--- src/rtl/cpu_pkg.sv ---
// Shared CPU pipeline types: ALU op codes, the EX->MEM payload and the write-enable resolve helper.
package cpu_pkg;

    localparam int DATA_W = 32;
    localparam int RIDX_W = 5;

    typedef enum logic [4:0] {
        ALU_ADD  = 5'b00000,
        ALU_SUB  = 5'b00001,
        ALU_AND  = 5'b00010,
        ALU_OR   = 5'b00011,
        ALU_XOR  = 5'b00100,
        ALU_NOR  = 5'b00101,
        ALU_SLT  = 5'b00110,
        ALU_SLTU = 5'b00111,
        ALU_SLL  = 5'b01000,
        ALU_SRL  = 5'b01001,
        ALU_SRA  = 5'b01010,
        ALU_LUI  = 5'b01011,
        ALU_MOVZ = 5'b01100,
        ALU_SEB  = 5'b01101
    } alu_op_e;

    typedef struct packed {
        logic [DATA_W-1:0] alu_out;
        logic              regwrite;
        logic              memread;
        logic              memwrite;
        logic [RIDX_W-1:0] rd;
        logic [DATA_W-1:0] store_data;
    } ex_mem_t;

    // movz only writes when the ALU saw B==0; writes to r0 are always suppressed.
    function automatic logic resolve_regwrite(input logic regwrite, input logic movz,
                                              input logic alu_regw, input logic [RIDX_W-1:0] rd);
        return regwrite & (~movz | alu_regw) & (rd != '0);
    endfunction

endpackage

--- src/rtl/ex_mem_skid_buf.sv ---
// Two-entry valid/ready skid buffer over ex_mem_t: an output register plus one skid register,
// so a stall on the output side never drops or duplicates an entry.
module ex_mem_skid_buf
    import cpu_pkg::*;
(
    input  logic    clk,
    input  logic    rst,
    input  logic    flush,
    input  logic    in_valid,
    output logic    in_ready,
    input  ex_mem_t in_data,
    output logic    out_valid,
    input  logic    out_ready,
    output ex_mem_t out_data
);

    logic    skid_valid;
    ex_mem_t skid_data;
    logic    accept;
    logic    drain;

    assign accept = in_valid & in_ready;
    assign drain  = out_valid & out_ready;

    always_ff @(posedge clk) begin
        if (rst) begin
            out_valid  <= 1'b0;
            skid_valid <= 1'b0;
            in_ready   <= 1'b1;
            out_data   <= '0;
        end else if (flush) begin
            out_valid         <= 1'b0;
            skid_valid        <= 1'b0;
            in_ready          <= 1'b1;
            out_data.regwrite <= 1'b0;
            out_data.memread  <= 1'b0;
            out_data.memwrite <= 1'b0;
        end else if (skid_valid) begin
            // in_ready is low while the skid is occupied, so no accept can coincide here.
            if (drain) begin
                out_data   <= skid_data;
                skid_valid <= 1'b0;
                in_ready   <= 1'b1;
            end
        end else if (accept) begin
            if (!out_valid || drain) begin
                out_data  <= in_data;
                out_valid <= 1'b1;
            end else begin
                skid_valid <= 1'b1;
                in_ready   <= 1'b0;
            end
        end else if (drain) begin
            out_valid <= 1'b0;
        end
    end

    // Skid payload is only meaningful while skid_valid is set, so it needs no reset.
    always_ff @(posedge clk) begin
        if (accept && out_valid && !drain && !skid_valid) begin
            skid_data <= in_data;
        end
    end

endmodule

--- src/rtl/ex_mem_stage.sv ---
// EX->MEM pipeline boundary: resolves the final register write and buffers through a 2-entry skid.
// Optional forwarding tap from the output register is enabled by defining EX_MEM_FWD_EN.
module ex_mem_stage #(
    parameter int DW = cpu_pkg::DATA_W,
    parameter int RW = cpu_pkg::RIDX_W
) (
    input  logic          clk,
    input  logic          rst,
    input  logic          flush,
    input  logic          ex_valid,
    output logic          ex_ready,
    input  logic [DW-1:0] ex_alu_out,
    input  logic          ex_alu_regw,
    input  logic          ex_movz,
    input  logic          ex_regwrite,
    input  logic          ex_memread,
    input  logic          ex_memwrite,
    input  logic [RW-1:0] ex_rd,
    input  logic [DW-1:0] ex_store_data,
    output logic          mem_valid,
    input  logic          mem_ready,
    output logic [DW-1:0] mem_alu_out,
    output logic          mem_regwrite,
    output logic          mem_memread,
    output logic          mem_memwrite,
    output logic [RW-1:0] mem_rd,
    output logic [DW-1:0] mem_store_data
`ifdef EX_MEM_FWD_EN
    ,
    output logic          fwd_valid,
    output logic [RW-1:0] fwd_rd,
    output logic [DW-1:0] fwd_data
`endif
);

    import cpu_pkg::*;

    ex_mem_t in_p0;
    ex_mem_t out_p1;

    always_comb begin
        in_p0            = '0;
        in_p0.alu_out    = ex_alu_out;
        in_p0.regwrite   = resolve_regwrite(ex_regwrite, ex_movz, ex_alu_regw, ex_rd);
        in_p0.memread    = ex_memread;
        in_p0.memwrite   = ex_memwrite;
        in_p0.rd         = ex_rd;
        in_p0.store_data = ex_store_data;
    end

    // ---- p0 -> p1: skid buffer boundary ----
    ex_mem_skid_buf u_skid (
        .clk       (clk),
        .rst       (rst),
        .flush     (flush),
        .in_valid  (ex_valid),
        .in_ready  (ex_ready),
        .in_data   (in_p0),
        .out_valid (mem_valid),
        .out_ready (mem_ready),
        .out_data  (out_p1)
    );

    assign mem_alu_out    = out_p1.alu_out;
    assign mem_regwrite   = out_p1.regwrite;
    assign mem_memread    = out_p1.memread;
    assign mem_memwrite   = out_p1.memwrite;
    assign mem_rd         = out_p1.rd;
    assign mem_store_data = out_p1.store_data;

`ifdef EX_MEM_FWD_EN
    // Loads cannot forward from here: their data only exists after the MEM access.
    assign fwd_valid = mem_valid & mem_regwrite & ~mem_memread;
    assign fwd_rd    = mem_rd;
    assign fwd_data  = mem_alu_out;
`endif

`ifndef SYNTHESIS
    a_rw_exclusive: assert property (@(posedge clk) disable iff (rst)
        (ex_valid && ex_ready) |-> !(ex_memread && ex_memwrite));
`endif

endmodule
--- config.mk ---
export PLATFORM = sky130hd
export DESIGN_NAME = ex_mem_stage
export DESIGN_NICKNAME = d
export VERILOG_FILES = /design/src/rtl/cpu_pkg.sv /design/src/rtl/ex_mem_skid_buf.sv /design/src/rtl/ex_mem_stage.sv
export SDC_FILE = /design/constraint.sdc
export NUM_CORES = 1
export LEC_CHECK = 0
export BUFFER_PORTS_ARGS = -buffer_cell sky130_fd_sc_hd__buf_2
export CORE_MARGIN = 3
export CORE_UTILIZATION = 52
export CTS_CLUSTER_DIAMETER = 80
export DETAILED_ROUTE_END_ITERATION = 10
export GPL_TIMING_DRIVEN = 0
export PLACE_DENSITY = 0.83
export SKIP_LAST_GASP = 1
export SYNTH_ARGS = -nofsm -noshare
export SYNTH_HDL_FRONTEND = slang
export SYNTH_SLANG_ARGS = --single-unit
export TNS_END_PERCENT = 30
--- constraint.sdc ---
create_clock -name clk -period 10.6 [get_ports clk]
set_input_delay 2.12 -clock clk [delete_from_list [all_inputs] [get_ports clk]]
set_output_delay 2.12 -clock clk [all_outputs]
set_load 0.02 [all_outputs]
# Word-level counts from Yosys, hierarchy flattened
# Index checks and enable logic that the tools add are counted.
[word_totals]
memories = 0
output_inout_bits = 74
regBits = 147
rom_bits = 0
in_bits = 79
latchBits = 0
ramBits = 0
word_cells = 57
[classes]
div_mod_pow = 0
n_mul = 0
n_mux = 15
add_sub_neg = 0
n_lt_le_gt_ge = 0
shifts = 0
eq_ne = 3
bitwise_logic = 8
reduce_logical = 16
[ops]
columns = ["op", "count"]
rows = [
  ["$mux W72", 4],
  ["$mux W1", 11],
  ["$reduce_and A3 Y1", 3],
  ["$reduce_bool A2 Y1", 3],
  ["$reduce_bool A5 Y1", 1],
  ["$and A1 B1 Y1", 4],
  ["$ne A2 B2 Y1 const B", 2],
  ["$reduce_and A4 Y1", 1],
  ["$logic_and A1 B1 Y1", 3],
  ["$logic_not A1 Y1", 3],
  ["$not A1 Y1", 3],
  ["$ne A2 B1 Y1 const B", 1],
  ["$reduce_or A2 Y1", 1],
  ["$logic_or A1 B1 Y1", 1],
  ["$or A1 B1 Y1", 1],
]

# Logic depth before layout (Yosys ltp)
[depth]
word_depth = 7
mapped_depth = 7
mapped_depth_nobuf = 4

# By module
# From an unflattened synthesis, not the netlist that was laid out.
[unflattened]
hier_cells = 440
hier_area_um2 = 6020.8
[modules_own_cells]
columns = ["module", "seq_area_each_um2", "instances", "cells_each", "area_each_um2"]
rows = [
  ["ex_mem_skid_buf", 3663.5, 1, 437, 5998.3],
  ["ex_mem_stage", 0.0, 1, 3, 22.5],
]

# Worst setup path after synthesis
# Ideal clock, no wire load.
[synth_timing]
path_type = "input to register"
startpoint = "input mem_ready"
endpoint = "register u_skid.skid_data[0] (netlist name), enable pin"
path_stages = 3
arrival_ns = 7.739
n_path_buf = 0
required_time_ns = 9.992
setup_ns = 0.608
slack_ns = 2.253
cell_sequence = "nor2b_1 nand2_1 nor3b_1"
[synth_between]
elab_chain_cells = 4
[synth_lines]
columns = ["item", "line", "source"]
rows = [
  ["from (decl)", "ex_mem_stage.sv:21", "input logic mem_ready,"],
  ["$and A1 B1 Y1", "ex_mem_skid_buf.sv:23", "assign drain = out_valid & out_ready;"],
  ["$logic_not A1 Y1", "ex_mem_skid_buf.sv:60", "if (accept && out_valid && !drain && !skid_valid) begin"],
  ["$logic_and A1 B1 Y1 (2 in a row)", "ex_mem_skid_buf.sv:60", ""],
  ["to (signal assigned)", "ex_mem_skid_buf.sv:61", "skid_data <= in_data;"],
  ["to (decl)", "ex_mem_skid_buf.sv:18", "ex_mem_t skid_data;"],
]
# No other way between the ends.
# A chain may end at the register's enable or synchronous reset.

# Worst setup path in the final report
[layout_timing]
startpoint = "input mem_ready"
endpoint = "register u_skid.skid_data[59] (netlist name), enable pin"
# The elaborated chain is that of the path after synthesis.

==> summary.md <==
| Metric | Value |
|---|---|
| Core Util, Final | `0.691` |
| Routed len/inst | `17.2 um` |
| Post-Synth XOR/XNOR Area | `0` |
| Placed cells | `711` |
| Row count | `37` |
| Ports | `153` |
| Worst path arrival time | `3820 ps` |
| Min-Delay Path Class | `flop to flop` |
| Simple-Gate Fraction of Synth Area | `0.0602` |
| Share of cells above drive strength 1 | `0.362` |
| Setup-failing EPs final | `0` |
| Sequential-to-total area share from yosys stat | `0.658` |
| Setup Buffers After CTS | `0` |
| H-tree level count | `4` |
| Crit Path Class | `input pin to flop` |
| Nets | `673` |
| Vias in the first global route | `4,003` |
| Fillers | `764` |
| Initial antenna violation count | `0` |
| Logic pwr share | `0.097` |
| ANT cells | `0` |
| Pre-antenna DRT Iters | `4` |
| Clock Skew | `7.75 ps` |
| DP HPWL | `9140 um` |
| Global placer's final weighted congestion | `0.741` |
| Post-DRT Antenna Nets | `0` |
| Total clock sinks | `147` |
| TritonCTS buffer count | `17` |
| Psw | `0.319 mW` |
| Detailed-route via count | `4,008` |
| Adder-cell share of the synthesized area | `0` |
| Slew HR | `0.491` |
| Worst Tran Pin Value | `764 ps` |
| Lkg Pwr | `2.75 nW` |
| Clock Tree Buf Depth | `2` |
| Synthesized net count | `496` |
| Fin. Hold Viols | `0` |
| Reg power frac | `0.469` |
| Clk root buf | `clkbuf_8` |
| Clock transition at path regs | `60 ps` |
| # port buffers | `151` |
| Synth Area in Compound Gates | `0.121` |
| Mapped Area | `5570 um^2` |
| CTS tree | `built` |
| RSZ-0062 raised after global routing | `no` |
| Skew-Pair Late Insertion Delay | `520 ps` |
| Die Area | `12,000 um^2` |
| Clock power share | `0.434` |
| DP Area | `6590 um^2` |
| PostCTS Resize Cnt | `0` |
| Total Power | `1.35 mW` |
| Mux contribution to synthesized area | `0.128` |
| Horiz. Die Dim | `110 um` |
| Status | `complete, no violations` |
| Starting Density | `0.537` |
| Post-synth top flop | `dfxtp_1` |
| Post-Layout Cell Count | `743` |
| Synth unique cells | `25` |
| Post-synth EDFFs | `72` |
| Final Instance Area | `7170 um^2` |
| First-pass GRT wire length | `20,100 um` |
| Total GRT Usage | `0.219` |
| Pint | `1.03 mW` |
| Max-Cap Viols | `0` |
| PD cells | `188 nW/um^2` |
| Max Transition Viols Final | `0` |
| Core Area | `10,400 um^2` |
| FMAX | `0.278 GHz` |
| Max FO, Critical Path | `9` |
| Net Sw Frac | `0.237` |
| Final period utilization | `0.339` |
| Peak VDD IR | `96.6 uV` |
| Count of state elements after synthesis | `147` |
| Total Wirelength | `12,800 um` |
| Largest net degree at the start of global routing | `17` |
| Largest family of logic cells by synthesized area | `multiplexers` |
| Share of flip-flops with an asynchronous set or reset | `0` |
| Post-cts hold buffer count | `0` |
| Worst path required time | `10,830 ps` |
| DR vias/cell | `5.39` |
| Min Tclk post-route | `3590 ps` |
| Area Growth Syn to Fin | `28.7%` |
| Die Y | `110 um` |
| Crit start category | `input pin` |
| DRC viols | `0` |
| Gate count of the mapped netlist | `417` |
| Gr ovfl total | `0` |
| Crit end category | `flop` |
| First DRT Iteration DRCs | `203` |
| Synth warn | `0` |
| Syn avg cell area | `13.4 um^2` |
-- cells by family after synthesis --
family,Yosys count
DFF,147
AOI/OAI and AO/OA,84
and+or+nand+nor,81
muxes,71
buffers and inverters,34
-- metal layers --
metal  share of wire  GRT usage  vias up  wire length (um)
li1                -          -     1919                 -
met1            0.42      0.282     1950              5410
met2            0.50      0.364      127              6450
met3           0.059     0.0464       12               755
met4           0.013     0.0819        0               161
met5               0          0        -                 0
-- area by class of cell --
cell class	count	area, um^2	share of cell area
Clock buffer	19	422	0.0588
Clock inverter	13	161	0.0225
Tap cell	136	170	0.0237
Buffer	32	181	0.0253
Timing Repair Buffer	158	838	0.117
Multi-Input combinational cell	236	1720	0.241
Sequential cell	147	3660	0.511
Inverter	2	7.51	0.00105
-- state kept, by name, indices dropped and copies added, names as in the netlist --
signal and flops:
u_skid.out_data 72, u_skid.skid_data 72, u_skid.in_ready 1, u_skid.out_valid 1
u_skid.skid_valid 1
-- power groups by stage --
| stage | clock network [mW] | registers, mW | logic (mW) |
|---|---|---|---|
| 5_1_grt | 0.620 | 0.633 | 0.143 |
| 3_3_place_gp | 0 | 0.643 | 0.125 |
| 3_5_place_dp | 0 | 0.643 | 0.131 |
| 2_1_floorplan | 0 | 0.667 | 0.0525 |
| 4_1_cts | 0.595 | 0.631 | 0.132 |
| 6_report | 0.585 | 0.631 | 0.131 |
-- final timing paths --
path	start	to	slack [ps]	depth (start not counted)
worst max-delay path	mem_ready	u_skid.skid_data[59]	7010	7
worst min-delay path	u_skid.out_data[22]	u_skid.out_data[22]	500	2
worst max register to register	u_skid.out_valid	u_skid.skid_data[59]	8280	6
worst min register to register	u_skid.out_data[22]	u_skid.out_data[22]	500	2
-- synthesized netlist by cell type (3+ instances only) --
master	count	area, um^2
o21ai_0	4	20.0
a211oi_2	11	138
nor2_1	74	278
dfxtp_1	75	1500
a211oi_1	59	443
buf_6	5	56.3
edfxtp_1	72	2160
clkbuf_1	11	41.3
buf_2	13	65.1
a21oi_1	3	15.0
mux2i_1	71	711
-- metrics by stage --
step | worst slack, ps | TNS (ps) | hold WS, ps
2_1_floorplan | 2250 | 0 | 567
3_3_place_gp | -673 | -47920 | 482
3_5_place_dp | 6460 | 0 | 491
4_1_cts | 7000 | 0 | 498
5_1_grt | 6870 | 0 | 518
6_report | 7010 | 0 | 499
-- placed cells by master (no fill, tap or decap), drive strengths merged --
master	netlist	routed
buf	21	179
dfxtp	75	75
nor2	74	74
edfxtp	72	72
mux2i	71	71
a211oi	70	70
clkbuf	11	30
clkinv	0	7
o21ai	4	4
a21oi	3	3
clkinvlp	0	3
bufinv	0	3
inv	2	2
nand2	2	2
a2111oi	2	2
a21boi	2	2
or4	1	1
nor2b	1	1
nor3b	1	1
nand3b	1	1
nand4b	1	1
o31ai	1	1
o211a	1	1
o21a	1	1
-- critical path, stage by stage --
cell and delay [ps]:
buf_2 130, nor2b_1 270, nand2_1 150, nor3b_2 590, buf_6 240, buf_6 170
buf_6 150
No activity file was read; power rests on OpenSTA's default activity.
